## src/rtl/hazard_controller_pkg.sv

```systemverilog
// Shared constants and helpers for the pipeline hazard controller.
// Holds the multiply/divide latencies, the "operand not read" Tuse code and the op encodings.
package hazard_controller_pkg;

    localparam int unsigned MdMultCycles = 5;
    localparam int unsigned MdDivCycles  = 10;
    localparam int unsigned MdCntWidth   = 4;

    localparam logic [1:0] TuseNone = 2'd3;

    typedef enum logic [1:0] {
        MdOpMult  = 2'b00,
        MdOpMultu = 2'b01,
        MdOpDiv   = 2'b10,
        MdOpDivu  = 2'b11
    } md_op_e;

    // A source operand must wait if a younger-than-ready producer in E or M targets it.
    function automatic logic src_hazard(
        input logic [4:0] src,
        input logic [1:0] tuse,
        input logic [4:0] e_wa,
        input logic [1:0] e_tnew,
        input logic [4:0] m_wa,
        input logic [1:0] m_tnew
    );
        return (src != 5'd0) &&
               (((src == e_wa) && (e_tnew > tuse)) ||
                ((src == m_wa) && (m_tnew > tuse)));
    endfunction

endpackage

```

## src/rtl/hazard_controller_md_busy_counter.sv

```systemverilog
// Multiply/divide busy counter: loads the op latency on issue, then counts down to idle.
// An issue while the counter is already running is dropped.
module md_busy_counter
    import hazard_controller_pkg::*;
#(
    parameter int unsigned MultCycles = MdMultCycles,
    parameter int unsigned DivCycles  = MdDivCycles
) (
    input  logic       clk_i,
    input  logic       reset_i,
    input  logic       start_i,
    input  logic [1:0] op_i,
    output logic       busy_o
);

    logic [MdCntWidth-1:0] md_cnt_d, md_cnt_q;

    always_comb begin
        md_cnt_d = md_cnt_q;
        if (start_i && (md_cnt_q == '0)) begin
            // op bit 1 selects the divide family
            md_cnt_d = op_i[1] ? MdCntWidth'(DivCycles) : MdCntWidth'(MultCycles);
        end else if (md_cnt_q != '0) begin
            md_cnt_d = md_cnt_q - 1'b1;
        end
    end

    always_ff @(posedge clk_i) begin
        if (reset_i) begin
            md_cnt_q <= '0;
        end else begin
            md_cnt_q <= md_cnt_d;
        end
    end

    assign busy_o = (md_cnt_q != '0);

endmodule

```

## src/rtl/hazard_controller.sv

```systemverilog
// D-stage stall decision for the five-stage core: data hazards against E/M plus
// multiply/divide occupancy, with a free-running count of stalled cycles.
module hazard_controller
    import hazard_controller_pkg::*;
#(
    parameter int unsigned MULT_CYCLES = MdMultCycles,
    parameter int unsigned DIV_CYCLES  = MdDivCycles
) (
    input  logic        clk,
    input  logic        reset,
    input  logic [4:0]  D_rs,
    input  logic [4:0]  D_rt,
    input  logic [1:0]  D_tuse_rs,
    input  logic [1:0]  D_tuse_rt,
    input  logic        D_is_md,
    input  logic [4:0]  E_wa,
    input  logic [1:0]  E_tnew,
    input  logic [4:0]  M_wa,
    input  logic [1:0]  M_tnew,
    input  logic        E_md_start,
    input  logic [1:0]  E_md_op,
    output logic        pc_en,
    output logic        d_en,
    output logic        e_clr,
    output logic        md_busy,
    output logic [31:0] stall_cycles
);

    logic        rs_stall, rt_stall, md_stall, stall;
    logic [31:0] stall_cycles_d, stall_cycles_q;

    md_busy_counter #(
        .MultCycles (MULT_CYCLES),
        .DivCycles  (DIV_CYCLES)
    ) u_md_busy_counter (
        .clk_i   (clk),
        .reset_i (reset),
        .start_i (E_md_start),
        .op_i    (E_md_op),
        .busy_o  (md_busy)
    );

    always_comb begin
        rs_stall = src_hazard(D_rs, D_tuse_rs, E_wa, E_tnew, M_wa, M_tnew);
        rt_stall = src_hazard(D_rt, D_tuse_rt, E_wa, E_tnew, M_wa, M_tnew);
        // An md op issuing in E this cycle already occupies the unit for D.
        md_stall = D_is_md && (md_busy || E_md_start);
        stall    = rs_stall || rt_stall || md_stall;

        pc_en = ~stall;
        d_en  = ~stall;
        e_clr = stall;

        stall_cycles_d = stall ? stall_cycles_q + 32'd1 : stall_cycles_q;
    end

    always_ff @(posedge clk) begin
        if (reset) begin
            stall_cycles_q <= '0;
        end else begin
            stall_cycles_q <= stall_cycles_d;
        end
    end

    assign stall_cycles = stall_cycles_q;

endmodule
```

## config.mk

```make
export PLATFORM = sky130hd
export DESIGN_NAME = hazard_controller
export DESIGN_NICKNAME = d
export VERILOG_FILES = /design/src/rtl/hazard_controller_pkg.sv /design/src/rtl/hazard_controller_md_busy_counter.sv /design/src/rtl/hazard_controller.sv
export SDC_FILE = /design/constraint.sdc
export NUM_CORES = 1
export LEC_CHECK = 0
export BUFFER_PORTS_ARGS = -buffer_cell sky130_fd_sc_hd__buf_2
export CORE_ASPECT_RATIO = 1.25
export CORE_MARGIN = 2
export CORE_UTILIZATION = 56
export CTS_CLUSTER_DIAMETER = 150
export DETAILED_ROUTE_END_ITERATION = 10
export GPL_TIMING_DRIVEN = 0
export PLACE_DENSITY = 0.95
export SLEW_MARGIN = 5
export SYNTH_ARGS = -nofsm -noshare
export SYNTH_HDL_FRONTEND = slang
export SYNTH_HIERARCHICAL = 1
export SYNTH_SLANG_ARGS = --single-unit
```

## constraint.sdc

```tcl
create_clock -name clk -period 6.2 [get_ports clk]
set_input_delay 0.31 -clock clk [delete_from_list [all_inputs] [get_ports clk]]
set_output_delay 0.31 -clock clk [all_outputs]
set_load 0.005 [all_outputs]
```

# After elaboration in Yosys (flattened, before gate mapping)

Cells that the tools add are included.

Bits in writable memories: 0
Logic and storage cells: 34
Memories kept: 0
ROM bits: 0
Latch bits: 0
Flip-flop bits (word level): 36

Add/sub/neg operators: 2
Bitwise logic cells: 1
Order comparisons: 4
Shifts and indexed selects: 0
Div/mod/pow operators: 0
$mul: 0
Reduce and logical (&&, ||, !) cells: 18
Multiplexer cells: 3
Equality and inequality tests: 4

Operators with widths:

| operator                                          | count |
|---|---|
| adder 32 x 1 -> 32 bit (second input constant)    | 1 |
| equality test 5 bit                               | 4 |
| two-way mux 4 bit                                 | 3 |
| nonzero test 5 bit                                | 2 |
| greater-than comparator 2 bit                     | 4 |
| logical AND 1 bit                                 | 8 |
| logical OR 1 bit                                  | 5 |
| zero test 4 bit                                   | 1 |
| nonzero test 4 bit                                | 1 |
| subtractor 4 x 1 -> 4 bit (second input constant) | 1 |
| nonzero test 2 bit                                | 1 |
| NOT 1 bit                                         | 1 |

# Logic depth before layout (Yosys ltp)

Depth in word-level cells: 7
Mapped depth: 12

# Modules after synthesis

The synthesis kept the hierarchy.

By module, submodules not included:

| module            | cells each | times used | sequential area each (um2) | area each (um2) |
|---|---|---|---|---|
| hazard_controller | 245        | 1          | 640.6                      | 2075.7 |
| md_busy_counter   | 25         | 1          | 80.1                       | 239.0 |

# Worst setup path before layout

No wires, ideal clock.

Path type: register to output
From: register u_md_busy_counter.md_cnt_q[0]
To: output pc_en
Arrival: 2.212 ns
Cell stages (with the launch flop): 9
Slack: 3.678 ns
Path buffers: 3
Cell sequence: dfxtp_1 inv_1 ha_1 or3b_4 o21ai_1 and3_1 buf_2 buf_2 buf_4

Word-level cells in the longest chain between the ends: 5

RTL lines:

| what                     | line                                    | RTL |
|---|---|---|
| start: declaration       | hazard_controller_md_busy_counter.sv:16 | `logic [MdCntWidth-1:0] md_cnt_d, md_cnt_q;` |
| start signal: assignment | hazard_controller_md_busy_counter.sv:32 | `md_cnt_q <= md_cnt_d;` |
| nonzero test 4 bit       | hazard_controller_md_busy_counter.sv:36 | `assign busy_o = (md_cnt_q != '0);` |
| net md_busy              | hazard_controller.sv:25                 | `output logic md_busy,` |
| logical OR 1 bit         | hazard_controller.sv:47                 | `md_stall = D_is_md && (md_busy \|\| E_md_start);` |
| logical AND 1 bit        | hazard_controller.sv:47                 |  |
| logical OR 1 bit         | hazard_controller.sv:48                 | `stall = rs_stall \|\| rt_stall \|\| md_stall;` |
| NOT 1 bit                | n/a                                     |  |
| end: declaration         | hazard_controller.sv:22                 | `output logic pc_en,` |

The timed path passes the listed nets, and every way through them passes these cells.

# Worst setup path in the final report

From: register u_md_busy_counter.md_cnt_q[0]
To: output pc_en

Word-level cells in the longest chain between the ends: 5

RTL lines:

| what               | line                                    | RTL |
|---|---|---|
| nonzero test 4 bit | hazard_controller_md_busy_counter.sv:36 |  |
| logical OR 1 bit   | hazard_controller.sv:47                 |  |
| logical AND 1 bit  | hazard_controller.sv:47                 |  |
| logical OR 1 bit   | hazard_controller.sv:48                 |  |
| NOT 1 bit          | hazard_controller.sv:50                 | `pc_en = ~stall;` |

Every way passes these cells.

==> key figures <==
Final layout
  – Final net count: 390
  – Non-filler cells, final: 401
  – Fill cell count: 343
  – Share of post-route cells with drive strength above 1: 27.2%
  – Area delta synth->final: 21.1%
  – ANT cells: 0
  – Final Cell Area: 2800 um^2
  – Commonest non-fill, non-tap cell in the layout: buf_2
  – Most frequent cells in the layout: buf_2, dfxtp_1, xnor2_1, a21oi_1, nor2_1

Floorplan
  – Chip height: 75.9 um
  – Die ar.: 4670 um^2
  – Core Region: 4030 um^2
  – Row cnt: 26
  – Die extent in x: 61.5 um
  – Initial Utilization: 57.4%
  – Ports: 70

Synthesis
  – Post-synth EDFFs: 0
  – Syn Area/Cell: 8.57 um^2
  – Largest family of logic cells by synthesized area: simple AND/OR/NAND/NOR gates
  – Post-synthesis sequential area ratio: 31.1%
  – Synth Flop Type: dfxtp_1
  – Syn_nets: 315
  – Synth Warn #: 6
  – XOR/XNOR Fraction of Synth Area: 11.0%
  – Post-synthesis mux area share: 1.41%
  – Register bit count reported by yosys: 36
  – Synth Instances: 270
  – Synth async-reset ratio: 0%
  – Synth Area in Simple Gates: 24.4%
  – Cell Area, Synth: 2310 um^2
  – Cell variety after synth: 52
  – Compound-Gate Fraction of Synth Area: 20.7%
  – Post-synthesis adder-cell area fraction: 5.95%

Routing
  – Vias per cell: 6.14
  – Initial drt markers: 271
  – Vias: 2461
  – Pre-antenna DRT Iters: 5
  – ANT nets after route: 0
  – Routed len/inst: 15.1 um
  – DRC viols: 0
  – Routed Wire Length: 6070 um

Power
  – PwrDens: 215 nW/um^2
  – Comb pwr share: 29.8%
  – Net Sw Power: 0.000198 W
  – Sw Share: 32.8%
  – Pint: 0.000405 W
  – Reg power frac: 44.0%
  – Leak: 1.12 nW
  – Worst VDD drop: 0.114 mV
  – Clock Power Share: 26.2%

GRT
  – Gr ovfl total: 0
  – First-pass GRT wire length: 9520 um
  – Initial antenna violation count: 0
  – Largest net degree at the start of global routing: 12
  – GRT Util Overall: 27.0%
  – Vias in the first global route: 2250

STA
  – Worst Skew: 0.00879 ns
  – Final worst path period share: 55.1%
  – Fmax: 293 MHz
  – Worst hold slack: 0.353 ns
  – Fin. max-slew vios: 0
  – PnR worst setup slack: 2.78 ns
  – Worst slew pin tran: 0.881 ns
  – Relative slew slack: 40.9%
  – Setup_tns: 0 ns
  – RSZ-0062 raised after global routing: false
  – Final setup vio count: 0
  – Final hold viol count: 0
  – Final min period: 3.42 ns

Clock network
  – Clock transition at the registers of the reported paths: 0.07 ns
  – CTS tree: yes
  – Root Buffer: clkbuf_8
  – H-tree depth: 2
  – Post-cts hold buffer count: 0
  – CTS sink cnt: 36
  – CTS resizes: 0
  – Max Root-Sink Buffers: 2
  – Clk Latency, worst-skew pair: 0.29 ns
  – CTS buffer count: 5
  – Postcts setup bufs: 0

Place
  – DP Area: 2730 um^2
  – Placed cells: 394
  – Pre-CTS setup slack: 3.16 ns
  – Port buffer count: 68
  – Placer Congestion: 0.884
  – Hpwl dp: 4650 um

Worst setup path
  – CP Capture Type: output port
  – Setup Crit Path Kind: register to output port
  – Startpoint Class: register
  – CP arrival: 3.11 ns
  – Critical path peak fanout: 11
  – CP required: 5.89 ns

Run
  – Max-cap violations: 0

Run status
  – Outcome: finished clean

Worst hold path
  – Hold Crit Class: input port to register
[path summary, 6_finish.rpt]
path                                                            startpoint                                    endpoint  slack, ns  cells past startpoint
worst min register to register               stall_cycles[29]$_SDFFE_PP0P_               stall_cycles[29]$_SDFFE_PP0P_       0.50                      2
worst max register to register  u_md_busy_counter/md_cnt_q[0]$_SDFFE_PP0P_                stall_cycles[9]$_SDFFE_PP0P_       3.29                      9
worst max-delay path            u_md_busy_counter/md_cnt_q[0]$_SDFFE_PP0P_                                       pc_en       2.78                      9
worst min-delay path                                                 reset  u_md_busy_counter/md_cnt_q[1]$_SDFFE_PP0P_       0.35                      2
[state kept, by name, summed over array words and instances (netlist names)]
signal and cells:
stall_cycles 32, u_md_busy_counter/md_cnt_q 4
[critical path, cell delays in order (launching register included)]
cell,delay [ns]
dfxtp_1,0.33
inv_1,0.13
ha_1,0.25
or3b_4,0.44
o21ai_1,0.70
and3_1,0.26
buf_2,0.18
buf_2,0.27
buf_4,0.14
buf_2,0.10
[metrics by stage]
| step | power (W) | util (%) |
|---|---|---|
| after floorplan | 0.000390 | - |
| after global placement | 0.000438 | 67.6 |
| after detailed placement | 0.000447 | 67.6 |
| after CTS | 0.000603 | 69.5 |
| after global routing | 0.000633 | 69.5 |
| final | 0.000603 | 69.5 |
[cell type report]
cell class	instances	area [um^2]	area share, %
multi-input cells	206	1470	52.4
repair buffers	68	340	12.1
clock inverters	1	5.00	0.179
well taps	56	70.1	2.50
clock buffers	6	72.6	2.59
inverters	19	71.3	2.54
plain buffers	9	55.1	1.96
flip-flops and latches	36	721	25.7
[cell families (layout without fill, tap and decap cells)]
family,count (synthesis),count (layout)
simple gates,96,96
compound gates,67,67
flops,36,36
xor+xnor,29,29
buf+inv,28,103
fa+ha+maj,11,11
mux,3,3
[cells in the mapped netlist, types with 2 or more instances]
master      n  area, um^2
nor2b_1     2        12.5
nand3_1    12        60.1
and3_1      3        18.8
nand2_1    14        52.6
a311oi_1    2        17.5
a21oi_1    22         110
buf_6       2        22.5
ha_1       11         138
clkbuf_1    3        11.3
nand4bb_1   2        22.5
o21ai_0     7        35.0
nand4_1     9        56.3
o41ai_1     6        52.6
or2_2       3        18.8
inv_1      18        67.6
and4_1      5        43.8
a211oi_2    2        25.0
dfxtp_1    36         721
xor2_1      7        61.3
o31ai_1     3        22.5
nor4_2      2        25.0
mux2_1      2        22.5
buf_2       2        10.0
or4_1       6        45.0
nor4_1      3        18.8
or3_1       9        56.3
or4b_1      2        20.0
o21ai_1     5        25.0
nor2_1     19        71.3
a31oi_1     7        43.8
xnor2_1    22         193
o22ai_2     2        25.0
[power groups by stage]
| stage | combinational [W] | clock [W] | sequential [W] |
|---|---|---|---|
| after floorplan | 0.000124 | 0 | 0.000266 |
| after global routing | 0.000198 | 0.000168 | 0.000267 |
| after detailed placement | 0.000177 | 0 | 0.000270 |
| final | 0.000179 | 0.000158 | 0.000265 |
| after global placement | 0.000170 | 0 | 0.000268 |
| after CTS | 0.000178 | 0.000161 | 0.000265 |
[layer usage]
metal,share of wire [%],GRT usage [%],vias up
met5,0,0,-
li1,-,-,1158
met1,37,28.5,1161
met2,53,49.6,129
met3,8.0,6.11,13
met4,2.2,12.1,0
(Power assumes the default switching activity.)
